<file path="src/rtl/abc_sequencer_pkg.sv">
// Shared constants and mode encoding for the a/b/c operand sequencer.
package abc_sequencer_pkg;

  // Width of the operand code driven onto a/b/c
  localparam int CODE_W = 3;

  // Sequencer operating mode
  typedef enum logic {
    MODE_MANUAL = 1'b0,
    MODE_AUTO   = 1'b1
  } mode_e;

endpackage

</file>
<file path="src/rtl/abc_sequencer_button_conditioner.sv">
// Raw pushbutton -> synchronised, debounced level plus a 1-cycle rising pulse.
module button_conditioner #(
  parameter int DEBOUNCE_CYCLES = 4
) (
  input  logic clk,
  input  logic rst,
  input  logic btn_raw,
  output logic level,
  output logic rise
);

  localparam logic [15:0] CNT_LAST = 16'(DEBOUNCE_CYCLES - 1);

  logic        r_sync1;
  logic        r_sync2;
  logic        r_deb;
  logic        r_deb_prev;
  logic [15:0] r_cnt;

  // Two-flop synchroniser, mismatch-run counter and debounced level
  always_ff @(posedge clk) begin
    if (rst) begin
      r_sync1    <= 1'b0;
      r_sync2    <= 1'b0;
      r_deb      <= 1'b0;
      r_deb_prev <= 1'b0;
      r_cnt      <= '0;
    end else begin
      r_sync1    <= btn_raw;
      r_sync2    <= r_sync1;
      r_deb_prev <= r_deb;
      if (r_sync2 == r_deb) begin
        r_cnt <= '0;
      end else if (r_cnt == CNT_LAST) begin
        // Mismatch has held for the full window: accept the new level
        r_deb <= ~r_deb;
        r_cnt <= '0;
      end else begin
        r_cnt <= r_cnt + 16'd1;
      end
    end
  end

  assign level = r_deb;
  // Both terms are registered, so the pulse is glitch-free and one cycle wide
  assign rise  = r_deb & ~r_deb_prev;

endmodule

</file>
<file path="src/rtl/abc_sequencer.sv">
// Operand generator: manual stepping or periodic auto sweep of the 3-bit a/b/c code.
module abc_sequencer
  import abc_sequencer_pkg::*;
#(
  parameter int DEBOUNCE_CYCLES = 4,
  parameter int STEP_CYCLES     = 8
) (
  input  logic clk,
  input  logic rst,
  input  logic btn_step,
  input  logic btn_mode,
  output logic a,
  output logic b,
  output logic c,
  output logic auto_mode,
  output logic step_pulse
);

  localparam logic [23:0] TIMER_LAST = 24'(STEP_CYCLES - 1);

  logic              w_step_rise;
  logic              w_mode_rise;
  logic              w_unused_step_level;
  logic              w_unused_mode_level;

  mode_e             r_mode;
  logic [CODE_W-1:0] r_code;
  logic [23:0]       r_timer;
  logic              r_step_pulse;

  mode_e             w_mode_nxt;
  logic [CODE_W-1:0] w_code_nxt;
  logic [23:0]       w_timer_nxt;
  logic              w_pulse_nxt;

  button_conditioner #(.DEBOUNCE_CYCLES(DEBOUNCE_CYCLES)) u_step_btn (
    .clk     (clk),
    .rst     (rst),
    .btn_raw (btn_step),
    .level   (w_unused_step_level),
    .rise    (w_step_rise)
  );

  button_conditioner #(.DEBOUNCE_CYCLES(DEBOUNCE_CYCLES)) u_mode_btn (
    .clk     (clk),
    .rst     (rst),
    .btn_raw (btn_mode),
    .level   (w_unused_mode_level),
    .rise    (w_mode_rise)
  );

  // State, timer, code and strobe registers
  always_ff @(posedge clk) begin
    if (rst) begin
      r_mode       <= MODE_MANUAL;
      r_code       <= '0;
      r_timer      <= '0;
      r_step_pulse <= 1'b0;
    end else begin
      r_mode       <= w_mode_nxt;
      r_code       <= w_code_nxt;
      r_timer      <= w_timer_nxt;
      r_step_pulse <= w_pulse_nxt;
    end
  end

  // Next-state logic; a mode rise always wins over a step rise or timer terminal count
  always_comb begin
    w_mode_nxt  = r_mode;
    w_code_nxt  = r_code;
    w_timer_nxt = r_timer;
    w_pulse_nxt = 1'b0;
    case (r_mode)
      MODE_MANUAL: begin
        if (w_mode_rise) begin
          w_mode_nxt  = MODE_AUTO;
          w_timer_nxt = '0;
        end else if (w_step_rise) begin
          w_code_nxt  = r_code + CODE_W'(1);
          w_pulse_nxt = 1'b1;
        end
      end
      MODE_AUTO: begin
        if (w_mode_rise) begin
          w_mode_nxt  = MODE_MANUAL;
          w_timer_nxt = '0;
        end else if (r_timer == TIMER_LAST) begin
          w_timer_nxt = '0;
          w_code_nxt  = r_code + CODE_W'(1);
          w_pulse_nxt = 1'b1;
        end else begin
          w_timer_nxt = r_timer + 24'd1;
        end
      end
      default: begin
        w_mode_nxt  = MODE_MANUAL;
        w_timer_nxt = '0;
      end
    endcase
  end

  assign a          = r_code[2];
  assign b          = r_code[1];
  assign c          = r_code[0];
  assign auto_mode  = (r_mode == MODE_AUTO);
  assign step_pulse = r_step_pulse;

endmodule
</file>
<file path="config.mk">
export PLATFORM = sky130hd
export DESIGN_NAME = abc_sequencer
export DESIGN_NICKNAME = d
export VERILOG_FILES = /design/src/rtl/abc_sequencer_pkg.sv /design/src/rtl/abc_sequencer_button_conditioner.sv /design/src/rtl/abc_sequencer.sv
export SDC_FILE = /design/constraint.sdc
export NUM_CORES = 1
export LEC_CHECK = 0
export ABC_AREA = 1
export CORE_MARGIN = 3
export CORE_UTILIZATION = 61
export DETAILED_ROUTE_END_ITERATION = 8
export PLACE_DENSITY_LB_ADDON = 0.1
export RECOVER_POWER = 25
export SETUP_SLACK_MARGIN = 0.02
export SLEW_MARGIN = 20
export SYNTH_ARGS = -nofsm -noshare
export SYNTH_HDL_FRONTEND = slang
export SYNTH_SLANG_ARGS = --single-unit
</file>
<file path="constraint.sdc">
create_clock -name clk -period 2.95 [get_ports clk]
set_clock_uncertainty 0.15 [all_clocks]
set_input_delay 0.4425 -clock clk [delete_from_list [all_inputs] [get_ports clk]]
set_output_delay 0.4425 -clock clk [all_outputs]
set_load 0.05 [all_outputs]
</file>
# == Word level (Yosys, flattened, before mapping) ==
# Index checks and enable logic that the tools add are counted.
# totals
reg_bits,69
in_bits,4
word_cells,59
# classes
n_addsub,4
eq_ne,10
n_mux,17
bitwise,9
n_reduce_logical,5
# op_table
operator,count
$mux 24,3
$pmux 24 s2,1
$add 16x1->16 const B,2
$eq 16x2->1 const B,2
$add 24x1->24 const B,1
$eq 24x3->1 const B,1
$mux 3,4
$not 1->1,7
$mux 1,6
$ne 2x1->1 const B,3
$pmux 3 s2,1
$reduce_or 3->1,2
$ne 2x2->1 const B,2
$pmux 1 s2,2
$reduce_and 2->1,2
$reduce_and 4->1,1
$add 3x1->3 const B,1
$and 1x1->1,2
$eq 1x1->1,2

# == Longest topological paths before layout ==
# Gate-level depths: netlist of run 1.
# logic_depth
word_depth,5
depth_mapped,12
mapped_depth_nobuf,11

# == Modules after synthesis ==
# From an unflattened synthesis of run 1, not the netlist that was laid out.
# unflattened
hier_cells,509
area_unflattened_um2,3612.2
# modules_own_cells
module,instances,cells_each,area_per_inst_um2,seq_area_each_um2
button_conditioner,2,147,1014.7,400.4
abc_sequencer,1,215,1582.8,580.6

# == Worst setup path after synthesis of run 1 ==
# Ideal clock, no wire load.
# synth_path
path_kind,reg2reg
start,register r_mode (netlist: auto_mode)
end,register r_timer[16]
setup_ns,0.116
arrival_time_ns,1.992
slack_ns,0.692
path_stages_with_launch,11
n_path_buf,1
synth_period_minus_slack_ns,2.258
path_cell_list,dfxtp_1 -> inv_1 -> ha_1 -> buf_6 -> nor2_1 -> nand3_2 -> nor2_2 -> nand2_2 -> nor2_2 -> xnor2_1 -> nor2_1
# synth_between
elab_chain_len,2
elab_cells_between_ends,3
classes_between,1 x eq/ne; 1 x mux; 1 x bitwise
# synth_lines
element,line_no,text
from (decl),abc_sequencer.sv:26,mode_e r_mode;
from (signal assigned),abc_sequencer.sv:60,r_mode <= w_mode_nxt;
$not 1->1,--,
$pmux 24 s2 or $ne 2x1->1 (tied branches),--,
to (signal assigned),abc_sequencer.sv:62,r_timer <= w_timer_nxt;
to (decl),abc_sequencer.sv:28,logic [23:0] r_timer;
# Parallel ways exist; a longest one is shown, timed or not.
# A chain may end at the register's enable or synchronous reset.

# == Worst setup path in the final report of run 1 ==
# layout_path
start,register u_mode_btn.r_deb (netlist: u_mode_btn.level)
end,register r_timer[16]
# layout_between
elab_chain_len,3
elab_cells_between_ends,4
classes_between,1 x eq/ne; 2 x mux; 1 x bitwise
# layout_lines
element,line_no,text
from (decl),abc_sequencer_button_conditioner.sv:16,logic r_deb;
from (signal assigned),abc_sequencer_button_conditioner.sv:36,r_deb <= ~r_deb;
$and 1x1->1 (*),abc_sequencer_button_conditioner.sv:46,assign rise = r_deb & ~r_deb_prev;
$mux 24,abc_sequencer.sv:84,if (w_mode_rise) begin
$pmux 24 s2,abc_sequencer.sv:73,case (r_mode)
# Mark *: on every way between the ends. The rest lies on a longest branch, timed or not.

==> results.sh, run 1 <==
export IMPL_nets=497
export IMPL_first_pass_iters=4
export IMPL_leakage_nw=1.37
export IMPL_cts_root_buf="clkbuf_8"
export IMPL_setup_tns_ns=0
export IMPL_cp_cell_sequence="inv_1 -> nor2_1 -> inv_1 -> ha_1 -> nor2_1 -> nand3_2 -> nor2_2 -> nand2_2 -> nor2_2 -> xnor2_1 -> nor2_1"
export IMPL_htreeDepth=3
export IMPL_stdcell_count=559
export IMPL_powerDensity_nw_per_um2=482
export IMPL_ys_seq_area_frac=0.409
export IMPL_internal_power_mw=1.43
export IMPL_postCtsSetupRepairBufs=0
export IMPL_status="complete, no violations"
export IMPL_grt_pass1_vias=2789
export IMPL_avgRoutedWirePerCell_um=11.6
export IMPL_finalInstanceArea_um2=3710
export IMPL_portBuffers=8
export IMPL_placed_area_um2=3510
export IMPL_tritoncts="done"
export IMPL_ant_nets=0
export IMPL_grt_overflow_total=0
export IMPL_initial_utilization=0.645
export IMPL_synth_warnings=0
export IMPL_cts_buffers=9
export IMPL_die_area_um2=6470
export IMPL_critPathLaunch="u_mode_btn.level"
export IMPL_drtIter0Drc=101
export IMPL_drive_gt1_frac=0.0777
export IMPL_syn_area_per_cell_um2=7.18
export IMPL_gp_congestion=0.897
export IMPL_worst_pin_slew_ns=0.670
export IMPL_grt_pass1_wl_um=11300
export IMPL_p_seq_frac=0.523
export IMPL_crit_path_max_fanout=8
export IMPL_required_ns=3.03
export IMPL_cp_common_cell="nor2_1"
export IMPL_drt_wl_total_um=6510
export IMPL_switching_power_mw=0.356
export IMPL_hold_buffers=0
export IMPL_grt_setup_unrepaired="no"
export IMPL_boundaryPins=9
export IMPL_path_clk_slew_ns=0.07
export IMPL_rows=26
export IMPL_cts_buffer_depth=2
export IMPL_die_h_um=80.4
export IMPL_p_total_mw=1.79
export IMPL_vias_per_cell=5.22
export IMPL_fmax_mhz=421
export IMPL_setup_worst_path_end="r_timer[16]"
export IMPL_finalCritPeriodShare=0.806
export IMPL_clockPowerShare=0.465
export IMPL_synth_simple_area_share=0.361
export IMPL_irDropWorstVdd_uv=403
export IMPL_synth_compound_area_frac=0.0563
export IMPL_finalCriticalPeriod_ns=2.38
export IMPL_synth_xor_area_frac=0.0622
export IMPL_postSynthCellCount=471
export IMPL_grt_max_degree=20
export IMPL_rr_endpoint="r_timer[16]"
export IMPL_hold_path_class="flip-flop to flip-flop"
export IMPL_coreArea_um2=5240
export IMPL_critPathTopFamily="simple AND/OR/NAND/NOR gates"
export IMPL_track_usage=0.223
export IMPL_p_comb_frac=0.012
export IMPL_ys_types=30
export IMPL_synth_top_family_by_area="simple AND/OR/NAND/NOR gates"
export IMPL_diodes=0
export IMPL_r2r_start="u_mode_btn.level"
export IMPL_reg2reg_depth=11
export IMPL_clock_latency_ns=0.34
export IMPL_antenna_found_initial=0
export IMPL_synth_area_um2=3380
export IMPL_synth_nets=483
export IMPL_placed_cells=544
export IMPL_cp_arrival_ns=2.45
export IMPL_setup_viol=0
export IMPL_crit_buf_inv=2
export IMPL_fin_util=0.709
export IMPL_vias=2916
export IMPL_start_kind="flip-flop"
export IMPL_slowest_stage="dfxtp_1"
export IMPL_area_delta_synth_final_pct=9.85
export IMPL_dpl_hpwl_um=4710
export IMPL_dieWidth_um=80.4
export IMPL_r2r_setup_slack_ns=0.57
export IMPL_crit_type="flip-flop to flip-flop"
export IMPL_cap_viol_max_count=0
export IMPL_slew_violations=0
export IMPL_synth_seq_cells=69
export IMPL_cts_resized=0
export IMPL_drc=0
export IMPL_max_stage_delay_ns=0.34
export IMPL_crit_path_end_kind="flip-flop"
export IMPL_synthAdderAreaFrac=0.0296
export IMPL_hold_violations=0
export IMPL_cts_sinks=69
export IMPL_p_sw_frac=0.199
export IMPL_cp_depth=11
export IMPL_synth_mux_area_frac=0
export IMPL_max_slew_margin_rel=0.554
-- Yosys cell counts --
cell | instances | area (um^2)
nor3b_1 | 2 | 15.0
nor3_2 | 1 | 10.0
nand3_1 | 24 | 120
a21oi_1 | 26 | 130
clkbuf_1 | 1 | 3.75
nand3b_1 | 1 | 7.51
nor2_2 | 5 | 31.3
or2_1 | 1 | 6.26
a31o_2 | 1 | 8.76
dfxtp_1 | 69 | 1380
or2_2 | 6 | 37.5
ha_1 | 8 | 100
nand4_1 | 13 | 81.3
nand2_1 | 86 | 323
xnor2_1 | 8 | 70.1
buf_6 | 3 | 33.8
nand3_2 | 2 | 20.0
nand2_2 | 5 | 31.3
inv_1 | 60 | 225
a31oi_1 | 1 | 6.26
nor2_1 | 82 | 308
nor3_1 | 27 | 135
nor4_1 | 6 | 37.5
xor2_1 | 16 | 140
inv_2 | 1 | 3.75
nor2_4 | 2 | 22.5
nand2_4 | 2 | 22.5
o21ai_0 | 9 | 45.0
nor3b_2 | 1 | 12.5
buf_2 | 2 | 10.0
-- per-stage QoR --
| step | setup slack (ns) | hold WS [ns] |
|---|---|---|
| global placement | 0.740 | 0.240 |
| global route | 0.336 | 0.279 |
| CTS | 0.572 | 0.261 |
| floorplan | 0.692 | 0.238 |
| detailed placement | 0.599 | 0.250 |
| finish | 0.573 | 0.257 |
-- cell type report --
cell class                      count  area [um^2]
Clock buffer                       11          141
Clock inverter                      4         72.6
Fill cell                         453         1530
Inverter                           61          229
Multi-Input combinational cell    335         1720
Sequential cell                    69         1380
Tap cell                           70         87.6
Timing Repair Buffer                9         83.8
-- power groups by stage --
stage | clock (mW) | sequential [mW] | combinational [mW]
global placement | 0 | 0.957 | 0.0226
floorplan | 0 | 0.957 | 0.0167
CTS | 0.843 | 0.936 | 0.0234
detailed placement | 0 | 0.958 | 0.0232
global route | 0.894 | 0.936 | 0.0247
finish | 0.832 | 0.936 | 0.0218
-- worst min-delay path by stage --
stage                                   from            endpoint  depth (start not counted)  slack, ns
after CTS                 u_step_btn.r_sync1  u_step_btn.r_sync2                          2       0.26
after detailed placement  u_step_btn.r_sync1  u_step_btn.r_sync2                          2       0.25
after global placement    u_step_btn.r_sync1  u_step_btn.r_sync2                          2       0.24
final                     u_mode_btn.r_sync1  u_mode_btn.r_sync2                          2       0.26
after floorplan           u_mode_btn.r_sync1  u_mode_btn.r_sync2                          2       0.24
after global routing      u_step_btn.r_sync1  u_step_btn.r_sync2                          2       0.28
-- per-layer routing --
layer  global-route usage  share of wire  wire length, um
met1                0.251           0.47             3050
met2                0.389           0.48             3130
met3               0.0673          0.033              218
met4               0.0946          0.016              104
met5                    0              0                0
-- flip-flops by register name (all words and copies together), names as in the netlist --
signal / flops
u_step_btn.r_sync2: 1
u_step_btn.level: 1
step_pulse: 1
u_step_btn.r_cnt: 16
auto_mode: 1
r_timer: 24
u_mode_btn.r_cnt: 16
u_step_btn.r_sync1: 1
r_code: 3
u_mode_btn.r_sync1: 1
u_mode_btn.r_deb_prev: 1
u_mode_btn.r_sync2: 1
u_step_btn.r_deb_prev: 1
u_mode_btn.level: 1
-- worst min-delay path: stages (launching register included) --
cell and delay (ns):
dfxtp_1 0.30, inv_1 0.04, nor2_1 0.03
-- layout by cell type, fill, tap and decap left out --
master	synthesis	final
nand2_1	86	88
nor2_1	82	82
dfxtp_1	69	69
inv_1	60	60
nor3_1	27	27
a21oi_1	26	26
nand3_1	24	24
xor2_1	16	16
nand4_1	13	13
clkbuf_8	0	10
o21ai_0	9	9
xnor2_1	8	8
ha_1	8	8
clkdlybuf4s50_1	0	7
nor4_1	6	6
or2_2	6	6
nor2_2	5	5
nand2_2	5	3
nand3_2	2	2
nand2_4	2	2
nor2_4	2	2
nor3b_1	2	2
clkbuf_1	1	2
bufinv_16	0	2
inv_2	1	1
nand3b_1	1	1
a31o_2	1	1
nor3b_2	1	1
or2_1	1	1
a31oi_1	1	1
nor3_2	1	1
clkinvlp_4	0	1
clkinv_2	0	1
dlygate4sd3_1	0	1
-- cells by family after synthesis --
| logic type | count (synthesis) |
|---|---|
| buffers and inverters | 67 |
| AO/OA/AOI/OAI | 37 |
| flip-flops | 69 |
| adder cells (fa/ha/maj) | 8 |
| AND/OR/NAND/NOR | 266 |
| XOR/XNOR | 24 |
No activity file was read; power rests on OpenSTA's default activity.
==> run 2, diff against run 1 <==
==> constraint.sdc (replaced) <==
create_clock -name clk -period 2.2 [get_ports clk]
set_clock_uncertainty 0.15 [all_clocks]
set_input_delay 0.33 -clock clk [delete_from_list [all_inputs] [get_ports clk]]
set_output_delay 0.33 -clock clk [all_outputs]
set_load 0.05 [all_outputs]
==> results.sh, run 2 (synthesized netlist as in run 1, its figures left out) <==
export IMPL_status="complete, no violations"
export IMPL_max_slew_margin_rel=0.551
export IMPL_dpl_hpwl_um=4590
export IMPL_p_total_mw=2.21
export IMPL_path_clk_slew_ns=0.07
export IMPL_min_from="u_mode_btn.r_sync1"
export IMPL_setup_viol=0
export IMPL_portBuffers=8
export IMPL_powerDensity_nw_per_um2=598
export IMPL_grt_pass1_vias=2744
export IMPL_start_kind="flip-flop"
export IMPL_rr_endpoint="r_timer[16]"
export IMPL_cap_viol_max_count=0
export IMPL_finalCritPeriodShare=0.947
export IMPL_required_ns=1.72
export IMPL_setup_tns_ns=0
export IMPL_cp_depth=1
export IMPL_cp_cell_sequence="clkdlybuf4s50_1"
export IMPL_nets=500
export IMPL_final_common_cell="nand2_1"
export IMPL_crit_buf_inv=1
export IMPL_leakage_nw=1.38
export IMPL_cts_buffer_depth=2
export IMPL_slew_violations=0
export IMPL_track_usage=0.229
export IMPL_worst_pin_slew_ns=0.674
export IMPL_drive_gt1_frac=0.0913
export IMPL_hold_buffers=0
export IMPL_fmax_mhz=480
export IMPL_r2r_start="u_mode_btn.level"
export IMPL_grt_pass1_wl_um=11600
export IMPL_dp_worst_setup_slack_ns=0.114
export IMPL_area_delta_synth_final_pct=9.52
export IMPL_vias_per_cell=5.16
export IMPL_rows=26
export IMPL_min_path_cells=2
export IMPL_irDropWorstVdd_uv=568
export IMPL_tritoncts="done"
export IMPL_cts_root_buf="clkbuf_8"
export IMPL_drt_wl_total_um=6420
export IMPL_ant_nets=0
export IMPL_slowest_stage="clkdlybuf4s50_1"
export IMPL_grt_overflow_total=0
export IMPL_top_regs="r_timer x24, u_mode_btn.r_cnt x16, u_step_btn.r_cnt x16"
export IMPL_dieWidth_um=80.4
export IMPL_reg2reg_depth=11
export IMPL_first_pass_iters=4
export IMPL_cts_resized=0
export IMPL_initial_utilization=0.645
export IMPL_clock_latency_ns=0.34
export IMPL_grt_setup_unrepaired="no"
export IMPL_coreArea_um2=5240
export IMPL_cts_sinks=69
export IMPL_mostFrequentLayoutCells="nand2_1, nor2_1, dfxtp_1, inv_1, nor3_1"
export IMPL_cts_buffers=9
export IMPL_drc=0
export IMPL_boundaryPins=9
export IMPL_finalCriticalPeriod_ns=2.08
export IMPL_antenna_found_initial=0
export IMPL_avgRoutedWirePerCell_um=11.4
export IMPL_max_stage_delay_ns=0.83
export IMPL_grt_max_degree=20
export IMPL_crit_path_end_kind="output port"
export IMPL_postCtsSetupRepairBufs=0
export IMPL_gp_congestion=0.840
export IMPL_die_h_um=80.4
export IMPL_hold_violations=0
export IMPL_vias=2903
export IMPL_drtIter0Drc=164
export IMPL_htreeDepth=3
export IMPL_setup_ws_ns=0.116
export IMPL_cp_arrival_ns=1.60
export IMPL_critPathTopFamily="buffers and inverters"
export IMPL_crit_type="flip-flop to output port"
export IMPL_regMostFlops="r_timer"
export IMPL_r2r_setup_slack_ns=0.21
export IMPL_crit_path_max_fanout=9
export IMPL_largest_reg_flops=24
export IMPL_min_to="u_mode_btn.r_sync2"
export IMPL_die_area_um2=6470
export IMPL_diodes=0
export IMPL_fin_hold_ws_ns=0.263
export IMPL_hold_path_class="flip-flop to flip-flop"
## run 2: through the flow
step / area [um^2] / cells / util
3_3_place_gp: 3530 / 547 / 0.674
4_1_cts: 3710 / 563 / 0.708
5_1_grt: 3700 / 563 / 0.707
6_report: 3700 / 563 / 0.707
3_5_place_dp: 3530 / 547 / 0.674
2_1_floorplan: 3380 / 471 / -
## run 2: report_power, final
| part | internal [mW] | leakage (nW) | switching (mW) |
|---|---|---|---|
| sequential | 1.25 | 0.557 | 0.00227 |
| combinational | 0.00893 | 0.724 | 0.0213 |
| clock | 0.460 | 0.0986 | 0.466 |
## run 2: per-layer routing
layer / GRT usage / vias to the layer above / share of wire
met5: 0 / - / 0
met4: 0.0625 / 0 / 0.0069
met3: 0.0673 / 4 / 0.033
met2: 0.400 / 42 / 0.48
met1: 0.271 / 1314 / 0.48
li1: - / 1543 / -
## run 2: area by class of cell
| type | instances | area, um^2 |
|---|---|---|
| fillers | 450 | 1540 |
| clock buffers | 11 | 151 |
| well taps | 70 | 87.6 |
| multi-input cells | 335 | 1720 |
| inverters | 61 | 229 |
| clock inverters | 5 | 25.0 |
| flip-flops and latches | 69 | 1380 |
| repair buffers | 12 | 106 |
## run 2: worst max path at each step
stage | startpoint | slack, ns | to
3_3_place_gp | rst | 0.18 | u_step_btn.r_cnt[12]
2_1_floorplan | u_mode_btn.level | 0.1 | r_timer[16]
6_report | auto_mode | 0.12 | auto_mode
3_5_place_dp | rst | 0.11 | u_step_btn.r_cnt[11]
4_1_cts | auto_mode | 0.09 | auto_mode
5_1_grt | u_mode_btn.level | 0.03 | r_timer[16]
